**src/rtl/uart_pkg.sv**
```systemverilog
// ============================================================================
// uart_pkg: shared UART types, parity encodings and bit-period helpers
// Revision: 1.0
// ============================================================================
`default_nettype none

package uart_pkg;

  typedef enum logic [2:0] {
    ST_IDLE   = 3'd0,
    ST_START  = 3'd1,
    ST_DATA   = 3'd2,
    ST_PARITY = 3'd3,
    ST_STOP   = 3'd4
  } uartState_t;

  localparam int PAR_NONE = 0;
  localparam int PAR_ODD  = 1;
  localparam int PAR_EVEN = 2;

  // Integer-truncated clocks per bit; the line rate error this implies is accepted.
  function automatic int bitCycles(input int clkFreq, input int baud);
    return clkFreq / baud;
  endfunction

  function automatic logic parityBit(input logic [7:0] data, input int mode);
    return (mode == PAR_ODD) ? ~^data : ^data;
  endfunction

endpackage

`default_nettype wire

```
**src/rtl/uart_baud_gen.sv**
```systemverilog
// ============================================================================
// uart_baud_gen: bit-period counter with restart, ticks on the last clock
// Revision: 1.0
// ============================================================================
`default_nettype none

module uart_baud_gen #(
  parameter int BIT_CYCLES = 434
) (
  input  logic clk,
  input  logic rstn,
  input  logic restart,
  output logic tick
);

  localparam int c_CNT_W = (BIT_CYCLES > 1) ? $clog2(BIT_CYCLES) : 1;
  localparam logic [c_CNT_W-1:0] c_LAST = c_CNT_W'(BIT_CYCLES - 1);

  logic [c_CNT_W-1:0] r_cnt;

  always_ff @(posedge clk or negedge rstn) begin
    if (!rstn) begin
      r_cnt <= '0;
    end else if (restart || (r_cnt == c_LAST)) begin
      r_cnt <= '0;
    end else begin
      r_cnt <= r_cnt + 1'b1;
    end
  end

  assign tick = (r_cnt == c_LAST);

endmodule

`default_nettype wire

```
**src/rtl/uart_send.sv**
```systemverilog
// ============================================================================
// uart_send: UART transmitter, 8 data bits LSB first, optional parity, 1/2 stop
// Revision: 1.0
// ============================================================================
`default_nettype none

module uart_send
  import uart_pkg::*;
#(
  parameter int CLK_FREQ  = 50_000_000,
  parameter int BAUD      = 115200,
  parameter int PARITY    = 0,
  parameter int STOP_BITS = 1
) (
  input  logic       clk,
  input  logic       rstn,
  input  logic       SendEn,
  input  logic [7:0] SendData,
  output logic       SendBusy,
  output logic       SendDone,
  output logic       UartTx
);

  localparam int c_BIT_CYCLES = bitCycles(CLK_FREQ, BAUD);
  localparam logic c_LAST_STOP = 1'(STOP_BITS - 1);

  uartState_t r_state;
  logic [7:0] r_shift;
  logic [2:0] r_bitIdx;
  logic       r_stopIdx;
  logic       r_parBit;
  logic       r_busy;
  logic       r_done;
  logic       r_tx;

  logic       w_accept;
  logic       w_tick;

  // Accepting a byte restarts the bit timer so the start bit is a full period.
  assign w_accept = SendEn && !r_busy && (r_state == ST_IDLE);

  uart_baud_gen #(
    .BIT_CYCLES(c_BIT_CYCLES)
  ) u_baudGen (
    .clk    (clk),
    .rstn   (rstn),
    .restart(w_accept),
    .tick   (w_tick)
  );

  always_ff @(posedge clk or negedge rstn) begin
    if (!rstn) begin
      r_state   <= ST_IDLE;
      r_shift   <= '0;
      r_bitIdx  <= '0;
      r_stopIdx <= 1'b0;
      r_parBit  <= 1'b0;
      r_busy    <= 1'b0;
      r_done    <= 1'b0;
      r_tx      <= 1'b1;
    end else begin
      r_done <= 1'b0;
      case (r_state)
        ST_IDLE: begin
          if (w_accept) begin
            r_shift   <= SendData;
            r_parBit  <= parityBit(SendData, PARITY);
            r_bitIdx  <= '0;
            r_stopIdx <= 1'b0;
            r_busy    <= 1'b1;
            r_tx      <= 1'b0;
            r_state   <= ST_START;
          end
        end
        ST_START: begin
          if (w_tick) begin
            r_tx    <= r_shift[0];
            r_shift <= {1'b0, r_shift[7:1]};
            r_state <= ST_DATA;
          end
        end
        ST_DATA: begin
          if (w_tick) begin
            if (r_bitIdx == 3'd7) begin
              if (PARITY != PAR_NONE) begin
                r_tx    <= r_parBit;
                r_state <= ST_PARITY;
              end else begin
                r_tx      <= 1'b1;
                r_stopIdx <= 1'b0;
                r_state   <= ST_STOP;
              end
            end else begin
              r_tx     <= r_shift[0];
              r_shift  <= {1'b0, r_shift[7:1]};
              r_bitIdx <= r_bitIdx + 3'd1;
            end
          end
        end
        ST_PARITY: begin
          if (w_tick) begin
            r_tx      <= 1'b1;
            r_stopIdx <= 1'b0;
            r_state   <= ST_STOP;
          end
        end
        ST_STOP: begin
          if (w_tick) begin
            if (r_stopIdx == c_LAST_STOP) begin
              r_busy  <= 1'b0;
              r_done  <= 1'b1;
              r_state <= ST_IDLE;
            end else begin
              r_stopIdx <= 1'b1;
            end
          end
        end
        default: begin
          r_tx    <= 1'b1;
          r_busy  <= 1'b0;
          r_state <= ST_IDLE;
        end
      endcase
    end
  end

  assign SendBusy = r_busy;
  assign SendDone = r_done;
  assign UartTx   = r_tx;

endmodule

`default_nettype wire

```
**config.mk**
```make
export PLATFORM = sky130hd
export DESIGN_NAME = uart_send
export DESIGN_NICKNAME = d
export VERILOG_FILES = /design/src/rtl/uart_pkg.sv /design/src/rtl/uart_baud_gen.sv /design/src/rtl/uart_send.sv
export SDC_FILE = /design/constraint.sdc
export NUM_CORES = 1
export LEC_CHECK = 0
export ABC_AREA = 1
export BUFFER_PORTS_ARGS = -buffer_cell sky130_fd_sc_hd__buf_2
export CAP_MARGIN = 20
export CELL_PAD_IN_SITES_DETAIL_PLACEMENT = 1
export CELL_PAD_IN_SITES_GLOBAL_PLACEMENT = 1
export CORE_ASPECT_RATIO = 2
export CORE_UTILIZATION = 30
export CTS_CLUSTER_SIZE = 25
export DETAILED_ROUTE_END_ITERATION = 8
export PLACE_DENSITY = 0.62
export SLEW_MARGIN = 5
export SYNTH_ARGS = -nofsm -noshare
export SYNTH_HDL_FRONTEND = slang
export SYNTH_HIERARCHICAL = 1
export SYNTH_SLANG_ARGS = --single-unit
```
**constraint.sdc**
```tcl
create_clock -name clk -period 3.7 [get_ports clk]
set_clock_uncertainty 0.15 [all_clocks]
set_input_delay 0 -clock clk [delete_from_list [all_inputs] [get_ports clk]]
set_output_delay 0 -clock clk [all_outputs]
set_load 0.02 [all_outputs]
```
==> results of run 1 <==
where the power goes:
group          total [W]  switching, W  leakage (nW)  internal (W)
clock network   0.000192     0.0000966        0.0288     0.0000953
logic           0.000527      0.000335         0.602      0.000191
registers       0.000486     0.0000946         0.327      0.000391
total            0.00120      0.000527         0.958      0.000678
worst min-delay path, delay by kind of cell:
| kind | cells | cell delay (ps) |
|---|---|---|
| simple gates | 3 | 280 |
| buf+inv | 2 | 180 |
flip-flops by register name, summed over array words and instances, names as in the netlist:
signal,flops
u_baudGen/r_cnt,9
r_shift,8
r_bitIdx,3
r_state,3
SendBusy,1
SendDone,1
UartTx,1
worst max-delay path by stage:
| stage | from | end | depth (start not counted) |
|---|---|---|---|
| after floorplan | u_baudGen/r_cnt[0] | r_state[2] | 11 |
| after global placement | u_baudGen/r_cnt[0] | r_shift[2] | 10 |
| after detailed placement | u_baudGen/r_cnt[0] | r_shift[1] | 10 |
| after CTS | u_baudGen/r_cnt[0] | r_shift[1] | 10 |
| after global routing | u_baudGen/r_cnt[1] | r_shift[1] | 11 |
| final | u_baudGen/r_cnt[0] | r_shift[7] | 10 |
final cells by class:
class / count / area, um^2
Multi-Input combinational cell: 152 / 788.3
Timing Repair Buffer: 22 / 155.1
Fill cell: 606 / 3064
Sequential cell: 26 / 651.9
Clock buffer: 4 / 55.05
Inverter: 21 / 78.83
Tap cell: 57 / 71.32
through the flow:
stage	total power [W]	std cells	hold WS, ps	setup WS [ps]
finish	0.001205	282	56.14	1882
global placement	0.001011	269	-89.73	1875
detailed placement	0.001024	269	-86.30	1859
floorplan	0.0008784	199	-445.6	2074
global route	0.001321	282	84.26	1679
CTS	0.001225	282	55.73	1838
layout by cell type, fill, tap and decap left out, drive strengths merged:
| master | instances |
|---|---|
| o21bai | 1 |
| nor2 | 25 |
| buf | 13 |
| clkbuf | 4 |
| xor2 | 1 |
| nand3 | 18 |
| inv | 21 |
| dfstp | 1 |
| ha | 4 |
| dfrtp | 25 |
| nor3 | 2 |
| or2 | 1 |
| nand2 | 88 |
| a21oi | 3 |
| dlygate4sd3 | 9 |
| xnor2 | 2 |
| and2 | 1 |
| nand4 | 1 |
| o21ai | 5 |
metal layers:
layer | routed length, um | track usage, % | up-vias
li1 | - | - | 668
met1 | 1387 | 14.85 | 638
met2 | 2289 | 34.86 | 15
met3 | 41 | 1.327 | 6
met4 | 63 | 5.061 | 0
met5 | 0 | 0 | -
cell families (layout without fill, tap and decap cells):
group	after synthesis	after routing	share of synthesized area, %
AOI/OAI and AO/OA	9	9	3.377
xor gates and xnor gates	3	3	1.730
adders and majority gates	4	4	3.295
buffers and inverters	21	47	5.189
DFF	26	26	42.92
and+or+nand+nor	136	136	43.49
repair_timing:
| item | 4_1_cts | 5_1_grt |
|---|---|---|
| hold endpoints to repair | 34 | 0 |
| setup buffers | 0 | 0 |
| setup endpoints to repair | 0 | 0 |
| hold buffers | 9 | 0 |
==> reports/qor.txt, run 1 <==
Outcome - complete, no violations
Routed Antenna Nets - 0
Chip Width - 52.32 um
Worst hold endpoint - SendBusy
Worst R2R Start - u_baudGen/r_cnt[0]
Buffering stage count on the worst path with inverters included - 2
Slowest stage delay, CP - 440 ps
Synth Flop Type - dfrtp_1
Largest net degree at the start of global routing - 27
CP Cell Sequence - ha_1 -> nand2_1 -> nor2_1 -> nand2_1 -> inv_1 -> inv_1 -> nand3_2 -> nand4_2 -> nand2_1 -> nand2_1
Mapped Cells - 199
CP most frequent cell - nand2_1
Root buf cell - clkbuf_8
Worst reg2reg path endpoint - r_shift[7]
Top-level I/O count - 14
CTS resizes - 0
Die Ht - 102.6 um
Setup TNS Final - 0 ps
Top cells by count, synth - nand2_1, dfrtp_1, nor2_1
Final period utilization - 49.12%
Aggregate global-route resource usage - 16.36%
# port buffers - 13
Placer Congestion - 0.7326
Slowest CP cell - dfrtp_1
Worst skew pair latency - 270 ps
Core Area - 4865 um^2
Cells on Worst Hold Path - 5
Layout cells sized above 1 - 18.67%
Syn Std Cell Area - 1519 um^2
Yosys top cell area share - 41.19%
Most numerous cell in the Yosys netlist - nand2_1
Hold Crit Start - SendEn
First-pass GRT wire length - 6534 um
Clock-pin slew on the worst setup and hold paths - 100 ps
Pre-Repair DR Iteration Count - 2
Worst Reg-to-Reg Cells - 10
Rel. slew slack - 58.46%
Synth top area cells - dfrtp_1, nand2_1, nand3_1, nor2_1, inv_1
H-tree level count - 1
Setup crit start kind - register
Crit. End Element - register
Die Area - 5369 um^2
Cell taking the most area after synthesis - dfrtp_1
Total number of yosys warnings - 6
Vias - 1327
Initial DRC Count - 6
Initial antenna violation count - 0
Layout net count - 241
Syn Nets - 214
Post-route cell area - 1800 um^2
Worst EP arrival - 1830 ps
Count of final hold-check violations - 0
Syn_area_per_cell - 7.633 um^2
Ys async rst share - 100.0%
CTS tree - built
CTS sink count - 26
Initial core utilization - 31.22%
Yosys cell types - 27
Num rows - 36
Number of global-route vias before repair - 1465
Kind of critical path - reg2reg
HPWL Detailed - 2890 um
IR drop worst, VDD - 0.2835 mV
RSZ-0062 raised after global routing - no
Congestion Overflow GR - 0
Remaining DRCs - 0
Drt total wl - 3782 um
Synth-to-Final Area Change - 18.53%
Crit path required time - 3720 ps
Drt via density - 4.706
Max-cap check violation count - 0
Placed inst area - 1655 um^2
Power per cell area - 669.0 nW/um^2
Sequential share of the synthesized area - 42.92%
Worst slew pin tran - 623.2 ps
Average routed wire per standard cell - 13.41 um
Reg2reg setup slack - 1880 ps
CTS Buf Count - 3
Crit path max-delay family - simple AND/OR/NAND/NOR gates
Final antenna diode count - 0
Worst hold path type - in2reg
Synth Register Bits - 26
Peak Freq - 550.2 MHz
Final setup violation count - 0
Leakage - 0.9576 nW
Fin util - 37.01%
Post-route minimum period - 1818 ps
Slew Viols, Final - 0
Critical-path maximum fanout - 8
Post-synth EDFFs - 0
CTS Buffer Depth - 2
Note: power is estimated with default switching activity, not from simulation.
==> run 2: changes to the inputs <==
==> constraint.sdc (replaced) <==
create_clock -name clk -period 1.9 [get_ports clk]
set_clock_uncertainty 0.15 [all_clocks]
set_input_delay 0 -clock clk [delete_from_list [all_inputs] [get_ports clk]]
set_output_delay 0 -clock clk [all_outputs]
set_load 0.02 [all_outputs]
==> run 2 against run 1 <==
Effect of this change: design area rose by 4.7%; wire length rose by 7.5%; global-route usage rose by 1.2 points; largest cell class unchanged.
==> reports/qor.txt, run 2 (synthesis gave the netlist of run 1 again) <==
Power per cell area - 1314 nW/um^2 (+96%)
CP most frequent cell - nand2_1
Worst skew pair latency - 270 ps (about the same)
# port buffers - 13 (unchanged)
Worst slew pin tran - 606.2 ps (-16.98 ps)
Layout net count - 248 (+2.9%)
Max-cap check violation count - 0 (unchanged)
Leakage - 0.9928 nW (+3.7%)
Initial antenna violation count - 0 (unchanged)
Placer Congestion - 0.7749 (+5.8%)
Filler cell count - 615 (+1.5%)
Average routed wire per standard cell - 14.07 um (+4.9%)
Rel. slew slack - 59.59% (+1.1 points)
CTS Buf Count - 3 (unchanged)
CTS Buffer Depth - 2 (unchanged)
Total Power - 0.002476 W (+110%)
CTS sink count - 26 (unchanged)
Count of final hold-check violations - 0 (unchanged)
Chip Width - 52.32 um (unchanged)
Synth-to-Final Area Change - 24.05%
Top-level I/O count - 14 (unchanged)
Aggregate global-route resource usage - 17.51% (+1.2 points)
Final setup violation count - 0 (unchanged)
Drt total wl - 4067 um (+7.5%)
First-pass GRT wire length - 6768 um (+3.6%)
Post-route cell area - 1884 um^2 (+4.7%)
Final antenna diode count - 0 (unchanged)
Kind of critical path - reg2reg
Biggest register - u_baudGen/r_cnt
Layout cells sized above 1 - 22.41% (+3.7 points)
Num rows - 36 (unchanged)
Slew Viols, Final - 0 (unchanged)
Die Ht - 102.6 um (unchanged)
Core Area - 4865 um^2 (unchanged)
Slowest stage delay, CP - 400 ps (-40 ps)
Crit path required time - 1910 ps (-1810 ps)
Clock-pin slew on the worst setup and hold paths - 90 ps (about the same)
Congestion Overflow GR - 0 (unchanged)
Drt via density - 4.675 (-0.66%)
Post-route minimum period - 1724 ps (-93.03 ps)
Root buf cell - clkbuf_8
Worst EP arrival - 1740 ps (-90 ps)
Die Area - 5369 um^2 (unchanged)
Setup crit start kind - register
HPWL Detailed - 3152 um (+9.1%)
Outcome - complete, no violations
Most frequent cells in the layout - nand2_1, dfrtp_1, nor2_1
CTS tree - built
CP Cell Sequence - inv_1 -> ha_1 -> nand2_1 -> nor2_1 -> nand2_1 -> inv_1 -> inv_2 -> nand2_2 -> buf_12 -> nand4_4 -> nand2_1 -> nand2_1
Largest net degree at the start of global routing - 27 (unchanged)
Biggest regs - u_baudGen/r_cnt: 9 flops, r_shift: 8 flops
Remaining DRCs - 0 (unchanged)
Peak Freq - 579.9 MHz (+5.4%)
Slowest CP cell - dfrtp_1
Initial core utilization - 31.22% (unchanged)
H-tree level count - 1 (unchanged)
Vias - 1351 (+1.8%)
Critical-path maximum fanout - 8 (unchanged)
Max reg flops - 9 (unchanged)
Pre-Repair DR Iteration Count - 4 (+2)
Crit. End Element - register
Placed inst area - 1693 um^2 (+2.3%)
Final period utilization - 90.76% (+42 points)
Worst hold path type - in2reg
IR drop worst, VDD - 0.6098 mV (+120%)
Number of global-route vias before repair - 1470 (+0.34%)
Initial DRC Count - 16 (+10)
Routed Antenna Nets - 0 (unchanged)
Most common cell after layout, fill and taps aside - nand2_1
==> run 2: final timing paths <==
kind	from	endpoint	slack [ps]	cells past startpoint
max in group asynchronous	rstn	u_baudGen/r_cnt[6]	1090	2
worst max-delay path	u_baudGen/r_cnt[1]	r_shift[5]	180	12
min in group asynchronous	rstn	SendBusy	120	2
worst min register to register	r_shift[7]	r_shift[7]	340	2
worst min-delay path	SendEn	SendBusy	50	5
worst max register to register	u_baudGen/r_cnt[1]	r_shift[5]	180	12
==> run 2: metrics by stage <==
step                setup TNS, ps  instances  setup slack (ps)  hold slack, ps  util (%)
floorplan                       0        199             274.1          -445.6         -
global placement                0        274             104.3          -85.91     34.80
detailed placement              0        274             87.19          -96.03     34.80
CTS                             0        287             47.68           56.18     37.58
global route               -53.19        289            -26.07           115.7     38.73
finish                          0        289             175.5           54.74     38.73
==> run 2: report_power, final <==
| part | switching [W] | internal [W] |
|---|---|---|
| Clock | 0.000171 | 0.000150 |
| Sequential | 0.000171 | 0.000763 |
| Combinational | 0.000726 | 0.000495 |
| Total | 0.00107 | 0.00141 |
==> run 2: final cells by class <==
type / instances / area (um^2) / share of cell area [%]
multi-input cells: 152 / 817.0 / 43.36
flip-flops and latches: 26 / 651.9 / 34.59
repair buffers: 29 / 220.2 / 11.69
inverters: 21 / 78.83 / 4.183
well taps: 57 / 71.32 / 3.785
clock buffers: 4 / 45.04 / 2.390
==> run 2: worst max-delay path: cells and delay by family, from the launching register on <==
kind                       cells  cell delay (ps)
and+or+nand+nor                7              610
DFF                            1              400
buffers and inverters          4              330
adders and majority gates      1              130
==> run 2: metal layers <==
metal	global-route usage (%)	vias to the layer above	wire, um
li1	-	676	-
met1	15.22	654	1336
met2	37.59	15	2603
met3	1.770	6	45
met4	5.870	0	81
met5	0	-	0
==> run 2: what timing repair did <==
item / in CTS / in global routing
endpoints found under the hold margin: 34 / 0
setup endpoints to repair: 0 / 13
hold buffers: 9 / 0
resized for setup: 0 / 7
buffers inserted: 0 / 2
==> run 3: changes to the inputs <==
==> constraint.sdc (replaced) <==
create_clock -name clk -period 1.9 [get_ports clk]
set_clock_uncertainty 0.15 [all_clocks]
set_input_delay 0.19 -clock clk [delete_from_list [all_inputs] [get_ports clk]]
set_output_delay 0.19 -clock clk [all_outputs]
set_load 0.02 [all_outputs]
==> run 3 against run 2 <==
Effect of this change: non-clock buffer count fell by 8; total power fell by 0.45%; sequential power hardly changed; maximum frequency decreased by 0.30%; worst hold slack improved by 17 ps; critical path depth did not move; wire length decreased by 2.3%; register-to-register slack is essentially flat; flip-flop and latch count did not move.
==> reports/qor.txt, run 3 (synthesis gave the netlist of run 1 again) <==
Outcome - complete, no violations
Count of final hold-check violations - 0 (unchanged)
Root buf cell - clkbuf_8
Footprint of the multi-input gates - 817.0 um^2 (unchanged)
Cells on Worst Hold Path - 5 (unchanged)
CTS Buf Count - 3 (unchanged)
Routed Antenna Nets - 0 (unchanged)
Rel. slew slack - 59.94% (+0.35 points)
Most frequent cells in the layout - nand2_1, dfrtp_1, nor2_1
Clock-pin slew on the worst setup and hold paths - 90 ps (about the same)
Largest net degree at the start of global routing - 27 (unchanged)
Crit. Startpoint - u_baudGen/r_cnt[1]
Sw power - 0.001068 W (about the same)
First-pass GRT wire length - 6582 um (-2.7%)
Critical-path maximum fanout - 8 (unchanged)
Kind of critical path - reg2reg
Congestion Overflow GR - 0 (unchanged)
IR drop worst, VDD - 0.6086 mV (-0.20%)
Levels on crit path - 12 (unchanged)
Most common cell after layout, fill and taps aside - nand2_1
Placer Congestion - 0.7749 (unchanged)
Layout cells sized above 1 - 23.21% (+0.80 points)
Power per cell area - 1366 nW/um^2 (+4.0%)
Peak Freq - 578.1 MHz (-0.30%)
Biggest register - u_baudGen/r_cnt
# port buffers - 13 (unchanged)
Initial core utilization - 31.22% (unchanged)
Worst EP arrival - 1740 ps (about the same)
Buffering stage count on the worst path with inverters included - 4 (unchanged)
Final setup violation count - 0 (unchanged)
Vias - 1334 (-1.3%)
Internal power - 0.001397 W (-0.78%)
Chip Width - 52.32 um (unchanged)
Drt total wl - 3973 um (-2.3%)
Worst skew pair latency - 270 ps (about the same)
Remaining DRCs - 0 (unchanged)
Slew Viols, Final - 0 (unchanged)
Sw Ratio - 43.33% (+0.19 points)
Worst hold path type - in2reg
Die Area - 5369 um^2 (unchanged)
Sequential share of power - 37.9% (+0.2 points)
Num rows - 36 (unchanged)
Hold Crit Start - SendData[7]
CTS tree - built
Worst slew pin tran - 601.0 ps (-5.238 ps)
CTS Buffer Depth - 2 (unchanged)
Die Ht - 102.6 um (unchanged)
Aggregate global-route resource usage - 17.07% (-0.44 points)
Max-cap check violation count - 0 (unchanged)
WHS - 72.08 ps (+17.34 ps)
Fin util - 37.09% (-1.6 points)
Number of global-route vias before repair - 1428 (-2.9%)
Biggest regs - u_baudGen/r_cnt: 9 flops, r_shift: 8 flops
Final antenna diode count - 0 (unchanged)
Combinational share of power - 49.0% (-0.3 points)
Worst R2R Start - u_baudGen/r_cnt[1]
Top-level I/O count - 14 (unchanged)
Crit path required time - 1910 ps (about the same)
Average routed wire per standard cell - 14.14 um (+0.47%)
Leakage - 0.9594 nW (-3.4%)
Core Area - 4865 um^2 (unchanged)
Worst Reg-to-Reg Cells - 12 (unchanged)
Crit. End Element - register
Drt via density - 4.747 (+1.6%)
Max reg flops - 9 (unchanged)
Pre-Repair DR Iteration Count - 4 (unchanged)
Slowest stage delay, CP - 400 ps (about the same)
Layout net count - 240 (-3.2%)
Initial DRC Count - 15 (-1)
Crit path max-delay family - simple AND/OR/NAND/NOR gates
Clock share of power - 13.2% (+0.2 points)
Setup crit start kind - register
Post-route minimum period - 1730 ps (+5.242 ps)
Filler cell count - 622 (+1.1%)
H-tree level count - 1 (unchanged)
Register area - 651.9 um^2 (unchanged)
CTS sink count - 26 (unchanged)
CP Cell Sequence - inv_1 -> ha_1 -> nand2_1 -> nor2_1 -> nand2_1 -> inv_1 -> inv_2 -> nand2_2 -> buf_12 -> nand4_4 -> nand2_1 -> nand2_1
Slowest CP cell - dfrtp_1
Reg2reg setup slack - 170 ps (about the same)
HPWL Detailed - 3152 um (unchanged)
Final period utilization - 91.04% (+0.28 points)
Synth-to-Final Area Change - 18.78%
Initial antenna violation count - 0 (unchanged)
CP most frequent cell - nand2_1
[run 3: changes by cell type in the layout (fill, tap and decap cells not counted)]
cell and delta:
dlygate4sd3_1 -8
[run 3: metal layers]
layer / vias to the layer above / global-route usage, % / wire length, um / share of wire (%)
met5: - / 0 / 0 / 0
met1: 653 / 14.57 / 1307 / 33
met3: 6 / 1.770 / 52 / 1.3
met2: 15 / 36.81 / 2532 / 64
li1: 660 / - / - / -
met4: 0 / 5.870 / 80 / 2.0
[run 3: final timing paths]
kind | end
setup / recovery | r_shift[5]
hold / removal | r_shift[7]
setup reg to reg | r_shift[5]
hold reg to reg | r_shift[7]
max in group asynchronous | u_baudGen/r_cnt[6]
min in group asynchronous | SendBusy
[run 3: worst reg2reg max path: cells and delay by family (launching register included)]
| family | cells | cell delay, ps |
|---|---|---|
| fa+ha+maj | 1 | 130 |
| buf+inv | 4 | 330 |
| flops | 1 | 400 |
| simple gates | 7 | 620 |
[run 3: power groups by stage]
stage                     sequential, W  combinational (W)  clock, W
final                          0.000934            0.00121  0.000324
after global routing           0.000962            0.00138  0.000362
after CTS                      0.000931            0.00115  0.000336
after detailed placement       0.000942            0.00114         0
after global placement         0.000939            0.00111         0
after floorplan                0.000933           0.000778         0
[run 3: timing repair]
action | in CTS | in global routing
hold endpoints to repair | 25 | 0
buffers inserted | 0 | 2
resized for setup | 0 | 7
hold buffers | 1 | 0
endpoints found under the setup margin | 0 | 13
[run 3: cell type report]
class,count,share of cell area (%)
clock buffers,4,2.497
inverters,21,4.369
multi-input cells,152,45.28
flip-flops and latches,26,36.13
well taps,57,3.953
repair buffers,21,7.767
[run 3: per-stage QoR]
step	cells	TNS, ps	cell area [um^2]	total power (W)	setup WS, ps
after floorplan	199	0	1519	0.001711	274.1
after global placement	274	0	1693	0.002052	104.3
after detailed placement	274	0	1693	0.002087	87.19
after CTS	279	0	1748	0.002421	47.68
after global routing	281	-44.83	1804	0.002699	-25.98
final	281	0	1804	0.002465	170.3
